$ cat src/rtl/cpu_fetch_stage.sv
`default_nettype none
// ============================================================================
// cpu_fetch_stage : tetris CPU fetch stage (PC, imem, live figure, out slice)
// Optional CPU_FETCH_PERF_EN adds perf_fetched / perf_stalled.  Rev 1.0
// ============================================================================
module cpu_fetch_stage #(
   parameter int WIDTH         = 8,
   parameter int MEM_WIDTH     = 4,
   parameter int BLOCKS        = 4,
   parameter int INSTR_NUMBERS = 4
) (
   input  logic                         clk,
   input  logic                         rst,
   input  logic                         imem_we,
   input  logic [WIDTH-1:0]             imem_waddr,
   input  logic [2*WIDTH-1:0]           imem_wdata,
   input  logic                         jump_en,
   input  logic [WIDTH-1:0]             jump_addr,
   input  logic                         wb_en,
   input  logic [WIDTH*BLOCKS-1:0]      wb_coord_x,
   input  logic [WIDTH*BLOCKS-1:0]      wb_coord_y,
   input  logic [WIDTH*MEM_WIDTH-1:0]   wb_bus,
   input  logic                         touch,
   input  logic [WIDTH*BLOCKS-1:0]      spawn_x,
   input  logic [WIDTH*BLOCKS-1:0]      spawn_y,
   input  logic                         out_ready,
   output logic                         out_valid,
   output logic [2*WIDTH-1:0]           instr,
   output logic [WIDTH-1:0]             instr_addr,
   output logic [WIDTH*BLOCKS-1:0]      coord_x,
   output logic [WIDTH*BLOCKS-1:0]      coord_y,
   output logic [WIDTH*MEM_WIDTH-1:0]   bus
`ifdef CPU_FETCH_PERF_EN
   ,
   output logic [31:0]                  perf_fetched,
   output logic [31:0]                  perf_stalled
`endif
);

   localparam int               c_AW    = (INSTR_NUMBERS > 1) ? $clog2(INSTR_NUMBERS) : 1;
   localparam logic [WIDTH:0]   c_DEPTH = (WIDTH+1)'(INSTR_NUMBERS);
   localparam logic [WIDTH-1:0] c_LAST  = WIDTH'(INSTR_NUMBERS - 1);

   logic [2*WIDTH-1:0]         r_imem [0:INSTR_NUMBERS-1];
   logic [WIDTH-1:0]           r_pc;
   logic                       r_valid;
   logic [2*WIDTH-1:0]         r_instr;
   logic [WIDTH-1:0]           r_addr;
   logic [WIDTH*BLOCKS-1:0]    r_cx;
   logic [WIDTH*BLOCKS-1:0]    r_cy;
   logic [WIDTH*MEM_WIDTH-1:0] r_bus;

   logic                       w_adv;
   logic                       w_jump_in_range;
   logic                       w_waddr_in_range;
   logic [WIDTH-1:0]           w_pc_next;
   logic [2*WIDTH-1:0]         w_rdata;

   assign w_adv            = !r_valid || out_ready;
   assign w_jump_in_range  = ({1'b0, jump_addr} < c_DEPTH);
   assign w_waddr_in_range = ({1'b0, imem_waddr} < c_DEPTH);
   assign w_pc_next        = (r_pc == c_LAST) ? '0 : r_pc + 1'b1;
   // Asynchronous array read sampled by the slice gives read-before-write on collision.
   assign w_rdata          = r_imem[r_pc[c_AW-1:0]];

   always_ff @(posedge clk) begin
      if (imem_we && w_waddr_in_range) begin
         r_imem[imem_waddr[c_AW-1:0]] <= imem_wdata;
      end
   end

   always_ff @(posedge clk) begin
      if (rst) begin
         r_pc    <= '0;
         r_valid <= 1'b0;
         r_instr <= '0;
         r_addr  <= '0;
      end else if (jump_en) begin
         r_pc    <= w_jump_in_range ? jump_addr : '0;
         r_valid <= 1'b0;
      end else if (w_adv) begin
         r_instr <= w_rdata;
         r_addr  <= r_pc;
         r_valid <= 1'b1;
         r_pc    <= w_pc_next;
      end
   end

   // Figure state runs independently of fetch stalls; touch owns coords, wb still owns bus.
   always_ff @(posedge clk) begin
      if (rst) begin
         r_cx  <= '0;
         r_cy  <= '0;
         r_bus <= '0;
      end else begin
         if (touch) begin
            r_cx <= spawn_x;
            r_cy <= spawn_y;
         end else if (wb_en) begin
            r_cx <= wb_coord_x;
            r_cy <= wb_coord_y;
         end
         if (wb_en) begin
            r_bus <= wb_bus;
         end
      end
   end

`ifdef CPU_FETCH_PERF_EN
   logic [31:0] r_perf_fetched;
   logic [31:0] r_perf_stalled;

   always_ff @(posedge clk) begin
      if (rst) begin
         r_perf_fetched <= '0;
         r_perf_stalled <= '0;
      end else begin
         if (r_valid && out_ready) begin
            r_perf_fetched <= r_perf_fetched + 32'd1;
         end
         if (r_valid && !out_ready) begin
            r_perf_stalled <= r_perf_stalled + 32'd1;
         end
      end
   end

   assign perf_fetched = r_perf_fetched;
   assign perf_stalled = r_perf_stalled;
`endif

   assign out_valid  = r_valid;
   assign instr      = r_instr;
   assign instr_addr = r_addr;
   assign coord_x    = r_cx;
   assign coord_y    = r_cy;
   assign bus        = r_bus;

endmodule
`default_nettype wire

$ cat config.mk
export PLATFORM = sky130hd
export DESIGN_NAME = cpu_fetch_stage
export DESIGN_NICKNAME = d
export VERILOG_FILES = /design/src/rtl/cpu_fetch_stage.sv
export SDC_FILE = /design/constraint.sdc
export NUM_CORES = 1
export LEC_CHECK = 0
export ABC_AREA = 1
export CORE_ASPECT_RATIO = 0.8
export CORE_MARGIN = 2
export CORE_UTILIZATION = 39
export DETAILED_ROUTE_END_ITERATION = 10
export PLACE_DENSITY = 0.87
export REMOVE_ABC_BUFFERS = 1
export SYNTH_ARGS = -nofsm -noshare
export SYNTH_HDL_FRONTEND = slang
export SYNTH_SLANG_ARGS = --single-unit
$ cat constraint.sdc
create_clock -name clk -period 2.1 [get_ports clk]
set_input_delay 0.315 -clock clk [delete_from_list [all_inputs] [get_ports clk]]
set_output_delay 0.315 -clock clk [all_outputs]
set_load 0.01 [all_outputs]
-- Word level (Yosys, flattened, before mapping)
Memories as Yosys holds them, arrays and structs flattened. A register that Yosys moved wholly into a read port is not among the register bits.
Index checks and enable logic that the tools add are counted.
- muxes and demuxes: 10
- $lt $le $gt $ge: 2
- add/subtract/negate cells: 1
- reduce and logical (&&, ||, !) cells: 7
- bitwise operators: 1
- equality and inequality tests: 1
- operators by type and width (kind ; number):
    32-bit 2-to-1 mux ; 4
    8-bit 2-to-1 mux ; 4
    8-bit by 3-bit less-than comparator with 1-bit output (second input constant) ; 2
    8-bit by 1-bit adder with 8-bit output (second input constant) ; 1
    8-bit by 2-bit equality test with 1-bit output (second input constant) ; 1
    2-bit nonzero test ; 2
    1-bit 2-to-1 mux ; 2
    2-bit AND reduction ; 1
    2-bit OR reduction ; 1
    1-bit logical AND ; 1
    1-bit logical NOT ; 1
    1-bit logical OR ; 1
    1-bit inverter ; 1
- memories kept: 1
- output and inout bits: 121
- input port bits: 199
- logic and storage cells: 29
- RAM bits: 64
- register bits: 113
- memories (name ; words ; width ; rd ports ; clocked after Yosys merged registers in ; wr ports ; RTL line ; text):
    r_imem ; 4 ; 16 ; 1 ; 1 ; 1 ; 44 ; logic [2*WIDTH-1:0] r_imem [0:INSTR_NUMBERS-1];

-- Longest topological paths before layout
Gate-level depths: netlist (run 1).
- depth after elaboration: 4
- gate-level depth with buffers: 9

-- Worst setup path after synthesis (run 1)
Ideal clock, no wire load.
- path kind: input -> register
- from: in imem_waddr[7]
- to: mem r_imem[1][0] (netlist bit) (enable)
- library setup time: 0.409 ns
- path slack: -0.186 ns
- buffers on the path: 0
- stages: 3
- required time: 1.691 ns
- arrival time: 1.877 ns
- cell sequence: nor4_1 nand2_1 nor3_1
- word-level cells in the longest chain between the ends: 4
- ends and longest elaborated chain (item ; RTL line ; text):
    from (decl) ; 15 ; input logic [WIDTH-1:0] imem_waddr,
    8-bit by 3-bit less-than comparator with 1-bit output ; 61 ; assign w_waddr_in_range = ({1'b0, imem_waddr} < c_DEPTH);
    1-bit logical AND ; 67 ; if (imem_we && w_waddr_in_range) begin
    1-bit 2-to-1 mux ; 67 ;
    1-bit 2-to-1 mux (not written as such) ; 68 ; r_imem[imem_waddr[c_AW-1:0]] <= imem_wdata;
    to (decl) ; 44 ;
No other way between the ends.

-- Worst setup path in the final report (run 1)
- from: reg r_cx[25], in the netlist coord_x[25]
- to: out coord_x[25]
- RTL lines (item ; RTL line ; text):
    from (decl) ; 49 ; logic [WIDTH*BLOCKS-1:0] r_cx;
    from (signal assigned) ; 97 ; r_cx <= spawn_x;
    from (signal assigned) ; 100 ; r_cx <= wb_coord_x;
    to (decl) ; 30 ; output logic [WIDTH*BLOCKS-1:0] coord_x,
No word-level cell between the ends.

==> flow_metrics.tcl, run 1 <==
set metrics [dict create \
    buffer_ports.inserted 319 \
    detail_route.wl_per_cell_um 15.4 \
    tritoncts_num_sinks 193 \
    netlist_top_cells_area "sky130_fd_sc_hd__dfxtp_1 (32%), sky130_fd_sc_hd__edfxtp_1 (24%), sky130_fd_sc_hd__nand2_1 (9.5%)" \
    finalHoldViolCount 0 \
    yosysWarnings 0 \
    cp.required_ns 1.78 \
    grt_use_total_pct 21.3 \
    reg2reg_to "r_pc[7]" \
    die-width_um 165 \
    worst_ep_arrival_time_ns 1.41 \
    fin_worst_hold_slack_ns 0.464 \
    dp.final_hpwl_um 17100 \
    maximum_capacitance_violations 0 \
    clk_root_buffer_cell "sky130_fd_sc_hd__clkbuf_16" \
    globalRoute.totalOverflow 0 \
    finalCriticalPeriod_ns 1.72 \
    maxClockFrequency_mhz 580 \
    cts.repair.resized 0 \
    proportion_of_netlist_area_held_by_the_largest_area_contributor_pct 32.0 \
    maximum_number_of_pins_on_one_net_before_global_route_repair 71 \
    clock_skew_ns 0.0136 \
    dpl_cell_area_sq_um 11500 \
    synth_edf_count 64 \
    fp.dieArea_sq_um 21800 \
    cts_setup_buffers 0 \
    setup_repair_after_global_routing_missed_its_margin "no" \
    final_min_period_over_clock_period_pct 82.1 \
    ctsLongestPathBuffers 2 \
    synth_sequential_area_ratio_pct 55.9 \
    clock_latency_ns 0.43 \
    final_design_area_no_fill_sq_um 12000 \
    synth_compound_gate_area_share_pct 9.44 \
    drt_pass1_iterations 5 \
    num_antenna_cells 0 \
    antenna_found_initial 0 \
    detail_route.drc_violations 0 \
    worst_path_largest_cell_delay_ns 0.58 \
    synth-async-reset-ratio_pct 0 \
    fin_nets 1488 \
    vias_per_cell 4.91 \
    drt-initial-drc-count 479 \
    globalplace.congestion 0.835 \
    clock_tree.htree_level_count 4 \
    ir_worst_vdd_v 0.000368 \
    worst_path_max_delay_cell "sky130_fd_sc_hd__clkdlybuf4s50_1" \
    max_slew_violation_total_from_the_final_report 0 \
    synthDominantAreaCellType "sky130_fd_sc_hd__dfxtp_1" \
    max_slew_headroom_at_the_worst_pin_pct 37.2 \
    post_synth_inst_count 994 \
    syn-mean-instance-area_sq_um 8.11 \
    cts_tree "done" \
    power.static_leakage_nw 5.14 \
    crit_fanout 2 \
    power-per-cell-area_nw_per_um2 710 \
    synthSimpleGateAreaFrac_pct 25.5 \
    grt_first_pass_wirelength_um 36700 \
    timing.hold.worst.class "in2reg" \
    number_of_failing_setup_endpoints_in_the_final_timing_report 0 \
    synthDistinctLibCells 26 \
    drive_gt1_share_pct 4.53 \
    timing_worst_slew_pin_value_ns 0.942 \
    report.power.total_mw 8.52 \
    number_of_buffers_inserted_for_hold_repair_after_clock_tree_synthesis 0 \
    start_util_pct 39.4 \
    critical_path_class "reg2out" \
    startpoint_type "register" \
    worst_hold_path.endpoint "bus[0]" \
    synth_adder_area_share_pct 0.155 \
    synth_top_family_by_area "simple AND/OR/NAND/NOR gates" \
    routed_wirelength_um 24200 \
    post_synth_mux_area_share_pct 0 \
    tns_ns 0 \
    flow.area_growth_from_synthesis_pct 49.0 \
    dr_total_vias 7702 \
    r2r_slack_ns 0.56 \
    r2r.worst_path.cells 7 \
    worstSetupEndpointType "output pin" \
    num_io_pins 320 \
    row_count 47 \
    crit-reg2reg-launch "r_pc[0]" \
    synth_area_sq_um 8060 \
    clk_pin_slew_worst_paths_ns 0.08 \
    whs_path_depth 3 \
    die_h_um 133 \
    netlist_top_cells_count "sky130_fd_sc_hd__nand2_1 (205), sky130_fd_sc_hd__nor2_1 (171), sky130_fd_sc_hd__dfxtp_1 (129), sky130_fd_sc_hd__nand3_1 (113), sky130_fd_sc_hd__inv_1 (93)" \
    hold_path_startpoint "wb_bus[0]" \
    critical_path_buf_inv_count 1 \
    first_global_vias 7230 \
    path_cells "clkdlybuf4s50_1" \
    synthesized_flop_and_latch_total 193 \
    most_used_dff_post_synth "sky130_fd_sc_hd__dfxtp_1" \
    core-area_sq_um 20500 \
    xor_and_xnor_area_share_after_synthesis_pct 0 \
    detail-route-antenna-nets 0 \
    cts-buffers-inserted 17 \
    synth_most_common_cell "sky130_fd_sc_hd__nand2_1" \
    run_status "complete, no violations" \
    critical_path.top_delay_family "buffers and inverters" \
    fill_cells 1724 \
]
[layout make-up]
type,count,area (sq um),share of cell area [%]
Multi-Input combinational cell,641,2830,23.6
Inverter,98,368,3.06
Sequential cell,193,4500,37.5
Timing Repair Buffer,337,3420,28.5
Clock buffer,19,443,3.69
Tap cell,269,337,2.80
Clock inverter,13,103,0.855
[worst register-to-register path, delay by kind of cell (launching register included)]
kind	cells	cell delay (ns)
AND/OR/NAND/NOR	5	0.61
buffers and inverters	1	0.28
flip-flops	1	0.47
AO/OA/AOI/OAI	1	0.05
[worst max path at each step]
| stage | from | end | depth (start not counted) |
|---|---|---|---|
| 2_1_floorplan | imem_waddr[7] | r_imem[1][0] | 3 |
| 3_3_place_gp | imem_waddr[7] | r_imem[0][15] | 5 |
| 3_5_place_dp | imem_waddr[7] | r_imem[3][14] | 5 |
| 4_1_cts | coord_x[25] | coord_x[25] | 1 |
| 5_1_grt | coord_x[25] | coord_x[25] | 1 |
| 6_report | coord_x[25] | coord_x[25] | 1 |
[power by group]
part	total [mW]	switching (mW)	internal, mW
sequential	4.10	0.0850	4.01
combinational	1.38	0.614	0.764
clock	3.04	1.48	1.57
[placed cells by master, fill, tap and decap left out, drive strengths merged, types with 13 or more instances in the layout]
master and instances:
clkdlybuf4s50 317, nand2 206, nor2 172, dfxtp 129, nand3 113, o21ai 106
inv 103, edfxtp 64, a22oi 21, buf 20, clkbuf 19, a21oi 13
[routing by layer]
layer	vias to the layer above	global-route usage, %	wire, um
li1	3786	-	-
met1	3574	25.6	9820
met2	275	35.6	11800
met3	67	6.18	1800
met4	0	9.18	805
met5	-	0	0
[stage by stage]
step	utilization, %	setup slack (ns)	cells
4_1_cts	58.7	0.360	1570
5_1_grt	58.7	0.336	1570
3_3_place_gp	56.0	0.149	1538
6_report	58.7	0.376	1570
2_1_floorplan	-	-0.186	932
3_5_place_dp	56.0	0.113	1538
[cells by family after synthesis]
group	count (synthesis)
adders and majority gates	1
AOI/OAI and AO/OA	141
DFF	193
and+or+nand+nor	499
buffers and inverters	160
[registers in the layout, indices dropped and copies added, names as in the netlist]
| name | cells |
|---|---|
| out_valid | 1 |
| coord_y | 32 |
| r_imem | 64 |
| r_pc | 8 |
| instr_addr | 8 |
| coord_x | 32 |
| bus | 32 |
| instr | 16 |
Note: power is estimated with default switching activity, not from simulation.
==> inputs of run 2 (changes only) <==
--- a/config.mk
+++ b/config.mk
@@ -8,9 +8,9 @@
 export ABC_AREA = 1
 export CORE_ASPECT_RATIO = 0.8
 export CORE_MARGIN = 2
-export CORE_UTILIZATION = 39
+export CORE_UTILIZATION = 44
 export DETAILED_ROUTE_END_ITERATION = 10
-export PLACE_DENSITY = 0.87
+export PLACE_DENSITY = 0.92
 export REMOVE_ABC_BUFFERS = 1
 export SYNTH_ARGS = -nofsm -noshare
 export SYNTH_HDL_FRONTEND = slang
==> constraint.sdc (replaced) <==
create_clock -name clk -period 1.65 [get_ports clk]
set_input_delay 0.2475 -clock clk [delete_from_list [all_inputs] [get_ports clk]]
set_output_delay 0.2475 -clock clk [all_outputs]
set_load 0.01 [all_outputs]
==> run 2 against run 1 <==
Sequential share of layout area is 0.49 points lower. Register-to-register slack worse by 0.41 ns. First-iteration DRC count is 28% higher. Flip-flop and latch count stayed put. Cell count is 2.0% lower. Global-route usage is 3.7 points higher. Critical path depth stayed put. Hold slack worse by 0.17 ns. Clock skew hardly changed. Non-clock buffer count is 8 higher. Die area is 11% lower. Wire length is 2.0% higher. Critical path type unchanged. Critical endpoint is now coord_x[10]. Largest cell class unchanged. Highest routed layer unchanged.
==> flow_metrics.tcl, run 2 (synthesis results as in run 1) <==
set metrics [dict create \
    run_status "complete, no violations" \
    worst_path_max_delay_cell "sky130_fd_sc_hd__clkdlybuf4s50_1" \
    worst_hold_path.endpoint "bus[19]" \
    crit-reg2reg-launch "r_pc[0]" \
    seq_pwr_share_pct 46.3 \
    finalHoldViolCount 0 \
    final_design_area_no_fill_sq_um 12200 \
    finalCriticalPeriod_ns 1.62 \
    maximum_number_of_pins_on_one_net_before_global_route_repair 65 \
    path_cells "clkdlybuf4s50_1" \
    power.share.combinational_pct 15.9 \
    maxClockFrequency_mhz 617 \
    clock_power_share_pct 37.7 \
    timing.hold.worst.class "in2reg" \
    first_global_vias 7546 \
    max_slew_violation_total_from_the_final_report 0 \
    cp.required_ns 1.40 \
    hold_path_startpoint "wb_en" \
    vias_per_cell 5.14 \
    fin_worst_hold_slack_ns 0.299 \
    critical_path_buf_inv_count 1 \
    drt_pass1_iterations 7 \
    largest_reg_flops 64 \
    fp.dieArea_sq_um 19400 \
    number_of_failing_setup_endpoints_in_the_final_timing_report 0 \
    clk_pin_slew_worst_paths_ns 0.07 \
    dpl_worst_slack_ns -0.230 \
    layout.cells.most_common "sky130_fd_sc_hd__clkdlybuf4s50_1" \
    start_util_pct 44.6 \
    buffer_ports.inserted 319 \
    worstSetupEndpointType "output pin" \
    antenna_found_initial 0 \
    num_io_pins 320 \
    ctsLongestPathBuffers 2 \
    use_met3_pct 5.89 \
    grt_util_met2_pct 44.0 \
    num_antenna_cells 0 \
    most-common-layout-cells "sky130_fd_sc_hd__clkdlybuf4s50_1 (306), sky130_fd_sc_hd__nand2_1 (205), sky130_fd_sc_hd__nor2_1 (171), sky130_fd_sc_hd__dfxtp_1 (129), sky130_fd_sc_hd__nand3_1 (113)" \
    power.static_leakage_nw 5.40 \
    globalplace.congestion 0.884 \
    r2r.worst_path.cells 5 \
    report.power.total_mw 11.3 \
    cts_tree "done" \
    clock_tree.htree_level_count 4 \
    worst_ep_arrival_time_ns 1.37 \
    area.sequential_sq_um 4500 \
    whs_path_depth 3 \
    flow.area_growth_from_synthesis_pct 51.0 \
    routed_wirelength_um 24700 \
    drt-initial-drc-count 613 \
    busiest_layer "met2" \
    globalRoute.totalOverflow 0 \
    power-per-cell-area_nw_per_um2 925 \
    critical_path.top_delay_family "buffers and inverters" \
    drive_gt1_share_pct 5.19 \
    total_switching_power_mw 2.96 \
    die-width_um 155 \
    setup_repair_after_global_routing_missed_its_margin "no" \
    cts_setup_buffers 0 \
    grtUsageMet1_pct 29.5 \
    grt_use_total_pct 25.0 \
    r2r_slack_ns 0.15 \
    critical_path_class "reg2out" \
    multi_input_comb_area_sq_um 2830 \
    finalWorstSetupSlack_ns 0.0293 \
    die_h_um 125 \
    clock_latency_ns 0.43 \
    number_of_buffers_inserted_for_hold_repair_after_clock_tree_synthesis 0 \
    ir_worst_vdd_v 0.000815 \
    dp.final_hpwl_um 17800 \
    p_int_mw 8.30 \
    clk_root_buffer_cell "sky130_fd_sc_hd__clkbuf_16" \
    core-area_sq_um 18100 \
    detail-route-antenna-nets 0 \
    netSwitchingFraction_pct 26.2 \
    fill_cells 1359 \
    cts-buffers-inserted 17 \
    reg2reg_to "instr[11]" \
    fin_nets 1496 \
    maximum_capacitance_violations 0 \
    timing_worst_slew_pin_value_ns 0.352 \
    dr_total_vias 7918 \
    grt_first_pass_wirelength_um 38500 \
    worst_path_largest_cell_delay_ns 0.57 \
    max_slew_headroom_at_the_worst_pin_pct 76.5 \
    row_count 44 \
    dpl_cell_area_sq_um 11500 \
    detail_route.wl_per_cell_um 16.0 \
    startpoint_type "register" \
    crit_fanout 2 \
    clock_skew_ns 0.0134 \
    tritoncts_num_sinks 193 \
    detail_route.drc_violations 0 \
    final_min_period_over_clock_period_pct 98.2 \
]
run 2: cell types whose count changed in the layout (fill, tap and decap cells not counted), moves of 3 or more:
cell and delta:
sky130_fd_sc_hd__clkdlybuf4s50_1 -11, sky130_fd_sc_hd__buf_12 +4, sky130_fd_sc_hd__clkinvlp_4 -6, sky130_fd_sc_hd__buf_4 +5, sky130_fd_sc_hd__dlymetal6s2s_1 +10, sky130_fd_sc_hd__inv_8 +3, sky130_fd_sc_hd__clkinv_8 +4
run 2: what timing repair did:
| item | CTS | global route |
|---|---|---|
| cloned | 0 | 0 |
| setup endpoints to repair | 1 | 15 |
| resized for setup | 1 | 12 |
run 2: power by group through the flow:
stage	clock, mW	combinational, mW	sequential (mW)
detailed placement	0	1.79	5.33
global placement	0	1.75	5.31
CTS	4.31	1.80	5.22
global route	4.49	1.95	5.24
floorplan	0	0.483	5.42
finish	4.25	1.80	5.22
run 2: how the worst max path moves through the flow:
stage | from | slack [ns] | cells after the start | endpoint
floorplan | imem_waddr[7] | -0.57 | 3 | r_imem[1][0]
global placement | imem_waddr[7] | -0.23 | 5 | r_imem[0][15]
detailed placement | imem_waddr[7] | -0.23 | 5 | r_imem[3][15]
CTS | coord_x[19] | 0.0003 | 1 | coord_x[19]
global route | r_pc[0] | 0.001 | 5 | r_pc[6]
finish | coord_x[10] | 0.03 | 1 | coord_x[10]
run 2: per-layer routing:
layer  vias up  wire (um)  part of all wire (%)
met5         -          0                     0
met4         0        835                   3.4
met3        67       1840                   7.5
met2       348      12400                    50
met1      3687       9590                    39
li1       3816          -                     -
run 2: layout make-up:
class,count,share of cell area [%]
sequential,193,37.0
timing repair buffer,345,29.2
multi-input combinational,641,23.3
clock buffer,18,3.53
inverter,98,3.04
tap,230,2.37
clock inverter,14,1.53
run 2: metrics by stage:
stage	TNS, ns	utilization [%]	instances
finish	0	67.4	1539
global route	0	67.4	1539
CTS	0	67.2	1539
detailed placement	-13.83	63.8	1507
global placement	-14.13	63.8	1507
floorplan	-63.59	-	932
